<file path="config.mk">
export PLATFORM = sky130hd
export DESIGN_NAME = usb_tx_field_timer
export DESIGN_NICKNAME = d
export VERILOG_FILES = /design/src/rtl/usb_tx_pkg.sv /design/src/rtl/usb_phase_counter.sv /design/src/rtl/usb_tx_field_timer.sv
export SDC_FILE = /design/constraint.sdc
export NUM_CORES = 1
export LEC_CHECK = 0
export BUFFER_PORTS_ARGS = -buffer_cell sky130_fd_sc_hd__buf_2
export CORE_UTILIZATION = 35
export CTS_CLUSTER_DIAMETER = 60
export DETAILED_ROUTE_END_ITERATION = 7
export PLACE_DENSITY = 0.65
export SLEW_MARGIN = 5
export SYNTH_ARGS = -nofsm -noshare
export SYNTH_HDL_FRONTEND = slang
export SYNTH_SLANG_ARGS = --single-unit
</file>
<file path="constraint.sdc">
create_clock -name clk -period 3.6 [get_ports clk]
set_clock_uncertainty 0.1 [all_clocks]
set_input_delay 0.36 -clock clk [delete_from_list [all_inputs] [get_ports clk]]
set_output_delay 0.36 -clock clk [all_outputs]
set_load 0.02 [all_outputs]
</file>
<file path="src/rtl/usb_tx_pkg.sv">
// Shared types and field lengths for the USB transmit path.
package usb_tx_pkg;

  typedef enum logic [1:0] {
    IDLE  = 2'd0,
    RUN   = 2'd1,
    STUFF = 2'd2
  } tx_timer_state_t;

  localparam int SYNC_BITS  = 8;
  localparam int PID_BITS   = 8;
  localparam int CRC5_BITS  = 5;
  localparam int CRC16_BITS = 16;
  localparam int DATA_BITS  = 64;

endpackage

</file>
<file path="src/rtl/usb_phase_counter.sv">
// Modulo-CLKS_PER_BIT phase counter with synchronous clear and a wrap flag
// decoded from the registered count.
module usb_phase_counter #(
  parameter  int CLKS_PER_BIT = 8,
  localparam int PH_W         = $clog2(CLKS_PER_BIT)
) (
  input  logic            clk,
  input  logic            rst,
  input  logic            clear,
  input  logic            enable,
  output logic [PH_W-1:0] phase,
  output logic            wrap
);

  localparam logic [PH_W-1:0] LAST = PH_W'(CLKS_PER_BIT - 1);

  logic [PH_W-1:0] phase_q, phase_d;

  // Clear wins over counting; the count folds back to zero after LAST.
  always_comb begin
    phase_d = phase_q;
    if (clear) begin
      phase_d = '0;
    end else if (enable) begin
      phase_d = (phase_q == LAST) ? '0 : phase_q + PH_W'(1);
    end
  end

  // Phase register.
  always_ff @(posedge clk or posedge rst) begin
    if (rst) phase_q <= '0;
    else     phase_q <= phase_d;
  end

  assign phase = phase_q;
  assign wrap  = enable && (phase_q == LAST);

endmodule

</file>
<file path="src/rtl/usb_tx_field_timer.sv">
// Bit-timing engine shared by every USB transmit field.
//
//  state | meaning
//  IDLE  | no field loaded; phase held at 0; start accepted here
//  RUN   | timing a data bit; shift strobe at SHIFT_PHASE, count at boundary
//  STUFF | timing an inserted stuffed bit; stuff strobe, count frozen
module usb_tx_field_timer
  import usb_tx_pkg::*;
#(
  parameter  int CLKS_PER_BIT   = 8,
  parameter  int SHIFT_PHASE    = 4,
  parameter  int MAX_FIELD_BITS = 64,
  localparam int CNT_W          = $clog2(MAX_FIELD_BITS + 1)
) (
  input  logic             clk,
  input  logic             rst,
  input  logic             start,
  input  logic [CNT_W-1:0] field_bits,
  input  logic             d_edge,
  input  logic             stuff_req,
  input  logic             abort,
  output logic             busy,
  output logic             shift_enable,
  output logic             stuff_slot,
  output logic [CNT_W-1:0] bits_sent,
  output logic             field_done,
  output logic             len_err
);

  localparam int PH_W = $clog2(CLKS_PER_BIT);
  localparam logic [PH_W-1:0]  SHIFT_PH = PH_W'(SHIFT_PHASE);
  localparam logic [CNT_W-1:0] MAX_LEN  = CNT_W'(MAX_FIELD_BITS);

  tx_timer_state_t  state_q, state_d;
  logic [CNT_W-1:0] bits_q, bits_d;
  logic [CNT_W-1:0] len_q, len_d;
  logic             done_q, done_d;
  logic             len_err_q, len_err_d;

  logic [PH_W-1:0]  phase;
  logic             boundary;
  logic             ph_clear;
  logic [CNT_W-1:0] bits_inc;

  assign bits_inc = bits_q + CNT_W'(1);

  // Phase restarts on entry to a field, on every return to IDLE and on a
  // line edge; an edge on the boundary cycle still lets that boundary count.
  assign ph_clear = (state_q == IDLE) || (state_d == IDLE) || d_edge;

  usb_phase_counter #(
    .CLKS_PER_BIT(CLKS_PER_BIT)
  ) u_phase (
    .clk   (clk),
    .rst   (rst),
    .clear (ph_clear),
    .enable(state_q != IDLE),
    .phase (phase),
    .wrap  (boundary)
  );

  // Next-state, bit counter and pulse decode; abort overrides everything.
  always_comb begin
    state_d   = state_q;
    bits_d    = bits_q;
    len_d     = len_q;
    done_d    = 1'b0;
    len_err_d = 1'b0;
    case (state_q)
      IDLE: begin
        if (start) begin
          if (field_bits == '0 || field_bits > MAX_LEN) begin
            len_err_d = 1'b1;
          end else begin
            len_d   = field_bits;
            bits_d  = '0;
            state_d = RUN;
          end
        end
      end
      RUN: begin
        if (boundary) begin
          bits_d = bits_inc;
          if (stuff_req) begin
            state_d = STUFF;
          end else if (bits_inc == len_q) begin
            state_d = IDLE;
            done_d  = 1'b1;
          end
        end
      end
      STUFF: begin
        if (boundary) begin
          if (bits_q == len_q) begin
            state_d = IDLE;
            done_d  = 1'b1;
          end else begin
            state_d = RUN;
          end
        end
      end
      default: state_d = IDLE;
    endcase
    if (abort) begin
      state_d   = IDLE;
      bits_d    = '0;
      done_d    = 1'b0;
      len_err_d = 1'b0;
    end
  end

  // State, counters and registered pulses.
  always_ff @(posedge clk or posedge rst) begin
    if (rst) begin
      state_q   <= IDLE;
      bits_q    <= '0;
      len_q     <= '0;
      done_q    <= 1'b0;
      len_err_q <= 1'b0;
    end else begin
      state_q   <= state_d;
      bits_q    <= bits_d;
      len_q     <= len_d;
      done_q    <= done_d;
      len_err_q <= len_err_d;
    end
  end

  assign busy         = (state_q != IDLE);
  assign shift_enable = (state_q == RUN)   && (phase == SHIFT_PH);
  assign stuff_slot   = (state_q == STUFF) && (phase == SHIFT_PH);
  assign bits_sent    = bits_q;
  assign field_done   = done_q;
  assign len_err      = len_err_q;

endmodule

</file>
# ---- After elaboration in Yosys (flattened, before gate mapping)
# Cells that the tools add are included.
dict set report totals {
  reg_bits 21
  out_inout_bits 12
  wordCells 61
}
dict set report op_classes {
  addsub 2
  magnitude_cmp 1
  n_eq_ne 9
  n_mux 28
  n_bitwise 1
  reduce_logical 14
}
# op count
set op_table {}
lappend op_table {{two-way mux 7 bit} 4}
lappend op_table {{equality test 7 bit} 2}
lappend op_table {{two-way mux 2 bit} 7}
lappend op_table {{case mux 7 bit (2 select lines)} 1}
lappend op_table {{two-way mux 1 bit} 11}
lappend op_table {{two-way mux 3 bit} 3}
lappend op_table {{!= test 3 bit, second input constant} 3}
lappend op_table {{adder 7 x 1 -> 7 bit, second input constant} 1}
lappend op_table {{> comparator 7 bit, second input constant} 1}
lappend op_table {{logical NOT 7 bit} 1}
lappend op_table {{equality test 3 bit, second input constant} 2}
lappend op_table {{case mux 2 bit (3 select lines)} 1}
lappend op_table {{logical NOT 2 bit} 2}
lappend op_table {{AND reduction 4 bit} 1}
lappend op_table {{nonzero test 2 bit} 2}
lappend op_table {{adder 3 x 1 -> 3 bit, second input constant} 1}
lappend op_table {{logical AND 1 bit} 3}
lappend op_table {{logical OR 1 bit} 3}
lappend op_table {{AND reduction 3 bit} 1}
lappend op_table {{nonzero test 3 bit} 1}
lappend op_table {{equality test 2 x 1 -> 1 bit, second input constant} 1}
lappend op_table {{equality test 2 bit, second input constant} 1}
lappend op_table {{case mux 1 bit (2 select lines)} 1}
lappend op_table {{inverter 1 bit} 1}

# ---- Logic depth before layout (Yosys ltp)
# Gate-level depths: netlist (run 1).
dict set report logic_depth {
  depth_word 11
  depth_mapped 8
  mapped_depth_nobuf 7
}

# ---- Cells and area by module
# Synthesis (run 1) repeated with hierarchy kept, for this count alone.
dict set report unflattened {
  hier_cells 142
  hier_area_um2 1402.6
}
# mod instances cells_each area_per_inst_um2 seq_area_each_um2
set by_module_without_submodules {}
lappend by_module_without_submodules {usb_tx_field_timer 1 128 1241.2 450.4}
lappend by_module_without_submodules {usb_phase_counter 1 14 161.4 75.1}

# ---- Least setup slack after synthesis (run 1)
# OpenSTA, ideal clock, no wires.
dict set report synth_path {
  path_type {input to register}
  startpoint {input field_bits[1]}
  endpoint {register u_phase.phase_q[1], in the netlist u_phase.phase[1]}
  t_arrival_ps 1970
  t_required_ps 3360
  path_slack_ps 1390
  cell_stages 6
  n_path_buf 1
  path_cell_list {or4_4 > or4_4 > and3_1 > buf_6 > a221oi_4 > a31oi_1}
}
dict set report synth_between {
  elab_chain_len 10
}
# element line
set synth_rtl {}
lappend synth_rtl {{start, declared} usb_tx_field_timer.sv:18} ;# input logic [CNT_W-1:0] field_bits,
lappend synth_rtl {{> comparator 7 bit / logical NOT 7 bit (equally long branches)} usb_tx_field_timer.sv:72} ;# if (field_bits == '0 || field_bits > MAX_LEN) begin
lappend synth_rtl {{logical OR 1 bit *} usb_tx_field_timer.sv:72}
lappend synth_rtl {{two-way mux 2 bit *} usb_tx_field_timer.sv:72}
lappend synth_rtl {{two-way mux 2 bit *} usb_tx_field_timer.sv:71} ;# if (start) begin
lappend synth_rtl {{case mux 2 bit (3 select lines) *} usb_tx_field_timer.sv:69} ;# case (state_q)
lappend synth_rtl {{two-way mux 2 bit *} usb_tx_field_timer.sv:104} ;# if (abort) begin
lappend synth_rtl {{logical NOT 2 bit *} usb_tx_field_timer.sv:49} ;# assign ph_clear = (state_q == IDLE) || (state_d == IDLE) || d_edge;
lappend synth_rtl {{logical OR 1 bit * (2 in a row)} usb_tx_field_timer.sv:49}
lappend synth_rtl {{two-way mux 3 bit / nonzero test 2 bit (equally long branches)} --}
lappend synth_rtl {{end signal, assigned} usb_phase_counter.sv:32} ;# else phase_q <= phase_d;
lappend synth_rtl {{end, declared} usb_phase_counter.sv:17} ;# logic [PH_W-1:0] phase_q, phase_d;
# Mark *: on every way between the ends. The rest lies on a longest branch, timed or not.
# A chain may end at the register's enable or synchronous reset.

# ---- Final worst setup path (run 1)
dict set report layout_path {
  startpoint {register bits_q[0], in the netlist bits_sent[0]}
  endpoint {register u_phase.phase_q[2], in the netlist u_phase.phase[2]}
}
dict set report layout_between {
  elab_chain_len 11
}
# element line
set layout_rtl {}
lappend layout_rtl {{start, declared} usb_tx_field_timer.sv:35} ;# logic [CNT_W-1:0] bits_q, bits_d;
lappend layout_rtl {{start signal, assigned} usb_tx_field_timer.sv:122} ;# bits_q <= bits_d;
lappend layout_rtl {{adder 7 x 1 -> 7 bit} usb_tx_field_timer.sv:45} ;# assign bits_inc = bits_q + CNT_W'(1);
lappend layout_rtl {{equality test 7 bit} usb_tx_field_timer.sv:86} ;# end else if (bits_inc == len_q) begin
lappend layout_rtl {{two-way mux 2 bit} usb_tx_field_timer.sv:86}
lappend layout_rtl {{two-way mux 2 bit} usb_tx_field_timer.sv:84} ;# if (stuff_req) begin
lappend layout_rtl {{two-way mux 2 bit} usb_tx_field_timer.sv:82} ;# if (boundary) begin
lappend layout_rtl {{case mux 2 bit (3 select lines) *} usb_tx_field_timer.sv:69}
lappend layout_rtl {{two-way mux 2 bit *} usb_tx_field_timer.sv:104}
lappend layout_rtl {{logical NOT 2 bit *} usb_tx_field_timer.sv:49}
lappend layout_rtl {{logical OR 1 bit * (2 in a row)} usb_tx_field_timer.sv:49}
lappend layout_rtl {{two-way mux 3 bit / nonzero test 2 bit (equally long branches)} --}
# Marks and branches as above.

==> impl_metrics.env, run 1 <==
export IMPL_status="complete, no violations"
export IMPL_async_flop_share=1.00
export IMPL_vias_per_cell=5.43
export IMPL_final_common_cell="buf_2"
export IMPL_remaining_drc_errors=0
export IMPL_dieArea_sq_um=4270
export IMPL_port_buffers=24
export IMPL_synthMuxAreaShare=0.0481
export IMPL_fin_util=0.427
export IMPL_tightest_slew_ps=801
export IMPL_met2WireLength_mm=1.47
export IMPL_rows=22
export IMPL_core_area_sq_um=3740
export IMPL_cts_inserted_buffers=3
export IMPL_routabilityCongestion=0.848
export IMPL_rsz0062_at_grt="no"
export IMPL_post_route_min_period_ps=2280
export IMPL_worst_r2r_setup_slack_ps=1320
export IMPL_first_global_vias=1156
export IMPL_clk_latency_ps=260
export IMPL_path_class="reg -> reg"
export IMPL_rr_worst_depth=6
export IMPL_layout_common_cells="24 x buf_2, 21 x dfrtp_1, 10 x nor2_1"
export IMPL_n_antenna_cell=0
export IMPL_cts_resized=0
export IMPL_synth_seq_cells=21
export IMPL_synth_area_top_cells="dfrtp_1 37%, ha_1 7.1%, xor2_1 5.0%, mux2_2 4.8%, o21ai_0 3.2%"
export IMPL_drive_above_1_share=0.224
export IMPL_r2r_start="bits_sent[0]$_DFFE_PP0P_"
export IMPL_clkTransAtPathRegs_ps=70
export IMPL_finalNonFillerCells=218
export IMPL_slew_limit_headroom=0.466
export IMPL_die_w_microns=65.3
export IMPL_wl_met3_microns=157
export IMPL_fmax_mhz=439
export IMPL_clockBufferDepth=2
export IMPL_p_leak_nw=0.777
export IMPL_end_kind="flop"
export IMPL_die_h_microns=65.3
export IMPL_netlist_instances=148
export IMPL_r2r_end="u_phase.phase[2]$_DFFE_PP0P_"
export IMPL_synth_fa_ha_area_frac=0.0713
export IMPL_syn_avg_cell_area_sq_um=9.49
export IMPL_h_tree_depth=1
export IMPL_clock_sinks=21
export IMPL_tns_ps=0
export IMPL_yosysTopAreaCell="dfrtp_1"
export IMPL_grtUsageTotal=0.166
export IMPL_synth_nets=169
export IMPL_yosysTopAreaCellShare=0.374
export IMPL_synth_compound_area_share=0.193
export IMPL_ys_seq_area_frac=0.374
export IMPL_wl_met1_mm=1.43
export IMPL_finalSetupViolations=0
export IMPL_post_place_ws_ps=1100
export IMPL_layout_setup_ws_ps=1320
export IMPL_highest_layer="met4"
export IMPL_synth_edf_count=0
export IMPL_synthSimpleGateAreaFrac=0.193
export IMPL_drv_slew=0
export IMPL_num_vias=1183
export IMPL_dp_hpwl_mm=2.40
export IMPL_wirelength_mm=3.11
export IMPL_synth_ff_type="dfrtp_1"
export IMPL_hp_class="in -> async"
export IMPL_cap_violations=0
export IMPL_first_pass_iters=4
export IMPL_start_util=0.375
export IMPL_synthXorXnorAreaFrac=0.0784
export IMPL_start_kind="flop"
export IMPL_numPlacedInstances=214
export IMPL_syn_area_sq_um=1400
export IMPL_grt_start_max_net_pins=22
export IMPL_area_growth_pct=13.9
export IMPL_drt_iter0_drc=70
export IMPL_worstPathRequired_ps=3630
export IMPL_grt_pass1_wl_mm=5.36
export IMPL_overflow=0
export IMPL_arrival_ps=2300
export IMPL_final_nets=192
export IMPL_wl_per_cell_microns=14.3
export IMPL_ant_nets=0
export IMPL_yosysWarnings=0
export IMPL_io_pins=25
export IMPL_cts_tree="yes"
export IMPL_peakVddDrop_mv=0.183
export IMPL_post_cts_buffers=0
export IMPL_ys_types=42
export IMPL_finalHoldViolations=0
export IMPL_antenna_found_initial=0
export IMPL_crit_path_max_fanout=7
export IMPL_period_share=0.633
export IMPL_cts_root_buffer="clkbuf_8"
export IMPL_postCtsHoldBufs=0
export IMPL_power_density_nw_per_um2=336
export IMPL_synth_top_family_by_area="simple AND/OR/NAND/NOR gates"
[cells in the mapped netlist, types with 3 or more instances]
library cell and instances:
o31ai_1 3, clkbuf_1 4, xor2_1 8, a31oi_1 3, ha_1 8, nor2_1 10, dfrtp_1 21, mux2_2 6
nand2_1 9, o21ai_0 9, a21oi_1 8, inv_1 8, and2_1 3, nand3_1 6, nor4_1 3, and3_1 6
[where the power goes]
group	switching, mW	internal (mW)	leakage (nW)
clock	0.0763	0.0790	0.0228
sequential	0.0182	0.253	0.279
combinational	0.0592	0.0518	0.476
total	0.154	0.383	0.777
[through the flow]
step | power, mW | hold slack [ps] | cell area [sq um]
finish | 0.537 | 136 | 1600
global route | 0.567 | 205 | 1600
CTS | 0.543 | 178 | 1600
detailed placement | 0.387 | 427 | 1550
global placement | 0.383 | 429 | 1550
floorplan | 0.356 | 237 | 1400
[sequential cells by signal, summed over array words and instances, names as in the netlist]
signal,count
u_phase.phase,3
len_q,7
bits_sent,7
len_err,1
state_q,2
field_done,1
[logic make-up after synthesis]
group	after synthesis
adder cells (fa/ha/maj)	8
flip-flops	21
buffers and inverters	14
XOR/XNOR	11
AO/OA/AOI/OAI	38
multiplexers	6
AND/OR/NAND/NOR	50
[layer usage]
layer	GRT usage	vias up
met2	0.277	30
met4	0.0625	0
met3	0.0347	5
li1	-	583
met1	0.208	565
met5	0	-
[worst max path at each step]
| stage | slack, ps | from | end | depth (start not counted) |
|---|---|---|---|---|
| 6_report | 1320 | bits_sent[0]$_DFFE_PP0P_ | u_phase.phase[2]$_DFFE_PP0P_ | 6 |
| 5_1_grt | 1130 | state_q[0]$_DFF_PP0_ | bits_sent[4]$_DFFE_PP0P_ | 7 |
| 4_1_cts | 1340 | bits_sent[0]$_DFFE_PP0P_ | u_phase.phase[2]$_DFFE_PP0P_ | 6 |
| 3_5_place_dp | 1100 | field_bits[1] | bits_sent[6]$_DFFE_PP0P_ | 6 |
| 3_3_place_gp | 1130 | field_bits[1] | len_q[4]$_DFFE_PP0P_ | 5 |
| 2_1_floorplan | 1390 | field_bits[1] | u_phase.phase[1]$_DFFE_PP0P_ | 6 |
[critical path: stages, from the launching register on]
cell      delay (ps)
dfrtp_1          470
ha_1             320
and3_1           260
a31o_2           250
a221o_1          360
o221ai_1         250
a31oi_1          130
[cell type report]
class	count	area (sq um)
fill	397	2140
multi-input combinational	113	818
sequential	21	526
timing repair buffer	24	120
tap	48	60.1
clock buffer	4	45.0
inverter	8	30.0
Note: power is estimated with default switching activity, not from simulation.
==> inputs of run 2 (changes only) <==
==> constraint.sdc (replaced) <==
create_clock -name clk -period 2.3 [get_ports clk]
set_clock_uncertainty 0.1 [all_clocks]
set_input_delay 0.23 -clock clk [delete_from_list [all_inputs] [get_ports clk]]
set_output_delay 0.23 -clock clk [all_outputs]
set_load 0.02 [all_outputs]
==> impl_metrics.env, run 2 (synthesis results as in run 1) <==
export IMPL_status="complete, no violations"
export IMPL_dieArea_sq_um=4270
export IMPL_cp_endpoint="len_q[4]$_DFFE_PP0P_"
export IMPL_core_area_sq_um=3740
export IMPL_final_nets=198
export IMPL_grtUsageMet2=0.277
export IMPL_antenna_found_initial=0
export IMPL_fmax_mhz=471
export IMPL_die_w_microns=65.3
export IMPL_slew_limit_headroom=0.470
export IMPL_rr_worst_depth=5
export IMPL_first_global_vias=1166
export IMPL_postCtsHoldBufs=0
export IMPL_cts_inserted_buffers=3
export IMPL_arrival_ps=2180
export IMPL_drv_slew=0
export IMPL_design_area_sq_um=1650
export IMPL_met1_usage=0.210
export IMPL_grt_start_max_net_pins=22
export IMPL_tightest_slew_ps=795
export IMPL_first_pass_iters=4
export IMPL_p_leak_nw=0.810
export IMPL_routabilityCongestion=0.891
export IMPL_post_route_min_period_ps=2120
export IMPL_power_mw=0.850
export IMPL_holdWs_ps=4.62
export IMPL_finalNonFillerCells=224
export IMPL_grt_busiest_layer="met2"
export IMPL_worst_r2r_setup_slack_ps=180
export IMPL_die_h_microns=65.3
export IMPL_hp_class="in -> async"
export IMPL_drive_above_1_share=0.256
export IMPL_h_tree_depth=1
export IMPL_clkTransAtPathRegs_ps=80
export IMPL_post_cts_buffers=0
export IMPL_clk_latency_ps=260
export IMPL_remaining_drc_errors=0
export IMPL_tns_ps=0
export IMPL_clock_sinks=21
export IMPL_layout_setup_ws_ps=176
export IMPL_end_kind="flop"
export IMPL_io_pins=25
export IMPL_power_density_nw_per_um2=517
export IMPL_cts_resized=0
export IMPL_clockBufferDepth=2
export IMPL_startpoint="state_q[1]$_DFF_PP0_"
export IMPL_grt_pass1_wl_mm=5.35
export IMPL_peakVddDrop_mv=0.283
export IMPL_r2r_end="len_q[4]$_DFFE_PP0P_"
export IMPL_post_place_ws_ps=38.7
export IMPL_crit_path_max_fanout=7
export IMPL_vias_per_cell=5.46
export IMPL_ant_nets=0
export IMPL_start_kind="flop"
export IMPL_layout_common_cells="24 x buf_2, 21 x dfrtp_1, 10 x nor2_1"
export IMPL_wl_per_cell_microns=14.2
export IMPL_placed_cell_area_sq_um=1600
export IMPL_cap_violations=0
export IMPL_fin_util=0.440
export IMPL_grtUsageTotal=0.162
export IMPL_port_buffers=24
export IMPL_period_share=0.923
export IMPL_cts_root_buffer="clkbuf_8"
export IMPL_grt_use_met3=0.0156
export IMPL_r2r_start="state_q[1]$_DFF_PP0_"
export IMPL_final_common_cell="buf_2"
export IMPL_worstPathRequired_ps=2350
export IMPL_start_util=0.375
export IMPL_rows=22
export IMPL_drt_iter0_drc=42
export IMPL_area_growth_pct=17.2
export IMPL_numPlacedInstances=220
export IMPL_n_antenna_cell=0
export IMPL_num_vias=1224
export IMPL_path_class="reg -> reg"
export IMPL_rsz0062_at_grt="no"
export IMPL_finalSetupViolations=0
export IMPL_wirelength_mm=3.18
export IMPL_finalHoldViolations=0
export IMPL_overflow=0
export IMPL_cts_tree="yes"
export IMPL_dp_hpwl_mm=2.44
run 2: worst min path at each step:
stage | cells past startpoint | slack [ps] | endpoint
after CTS | 2 | 40 | len_q[1]$_DFFE_PP0P_
after detailed placement | 2 | 340 | len_q[0]$_DFFE_PP0P_
final | 2 | 5 | len_q[0]$_DFFE_PP0P_
after global routing | 2 | 90 | len_q[1]$_DFFE_PP0P_
after floorplan | 1 | 110 | bits_sent[0]$_DFFE_PP0P_
after global placement | 2 | 310 | len_q[1]$_DFFE_PP0P_
run 2: metal layers:
metal  share of wire  up-vias  routed length [microns]
met4           0.014        0                       43
met5               0        -                        0
met3           0.041        5                      131
met2            0.49       29                     1560
li1                -      591                        -
met1            0.45      599                     1440
run 2: worst max-delay path, cell delays in order (launching register included):
cell,delay (ps)
dfrtp_1,460
inv_1,110
ha_1,330
and2_1,230
and3_1,400
mux2_2,380
run 2: where the power goes:
part | switching, mW | internal, mW | leakage [nW] | total (mW)
combinational | 0.0964 | 0.0867 | 0.506 | 0.183
clock | 0.125 | 0.121 | 0.0255 | 0.246
sequential | 0.0262 | 0.395 | 0.279 | 0.421
run 2: layout make-up:
type,instances,area [sq um]
clock buffer,3,41.3
clock inverter,1,5.00
fill,395,2100
inverter,8,30.0
multi-input combinational,113,818
sequential,21,526
tap,48,60.1
timing repair buffer,30,165
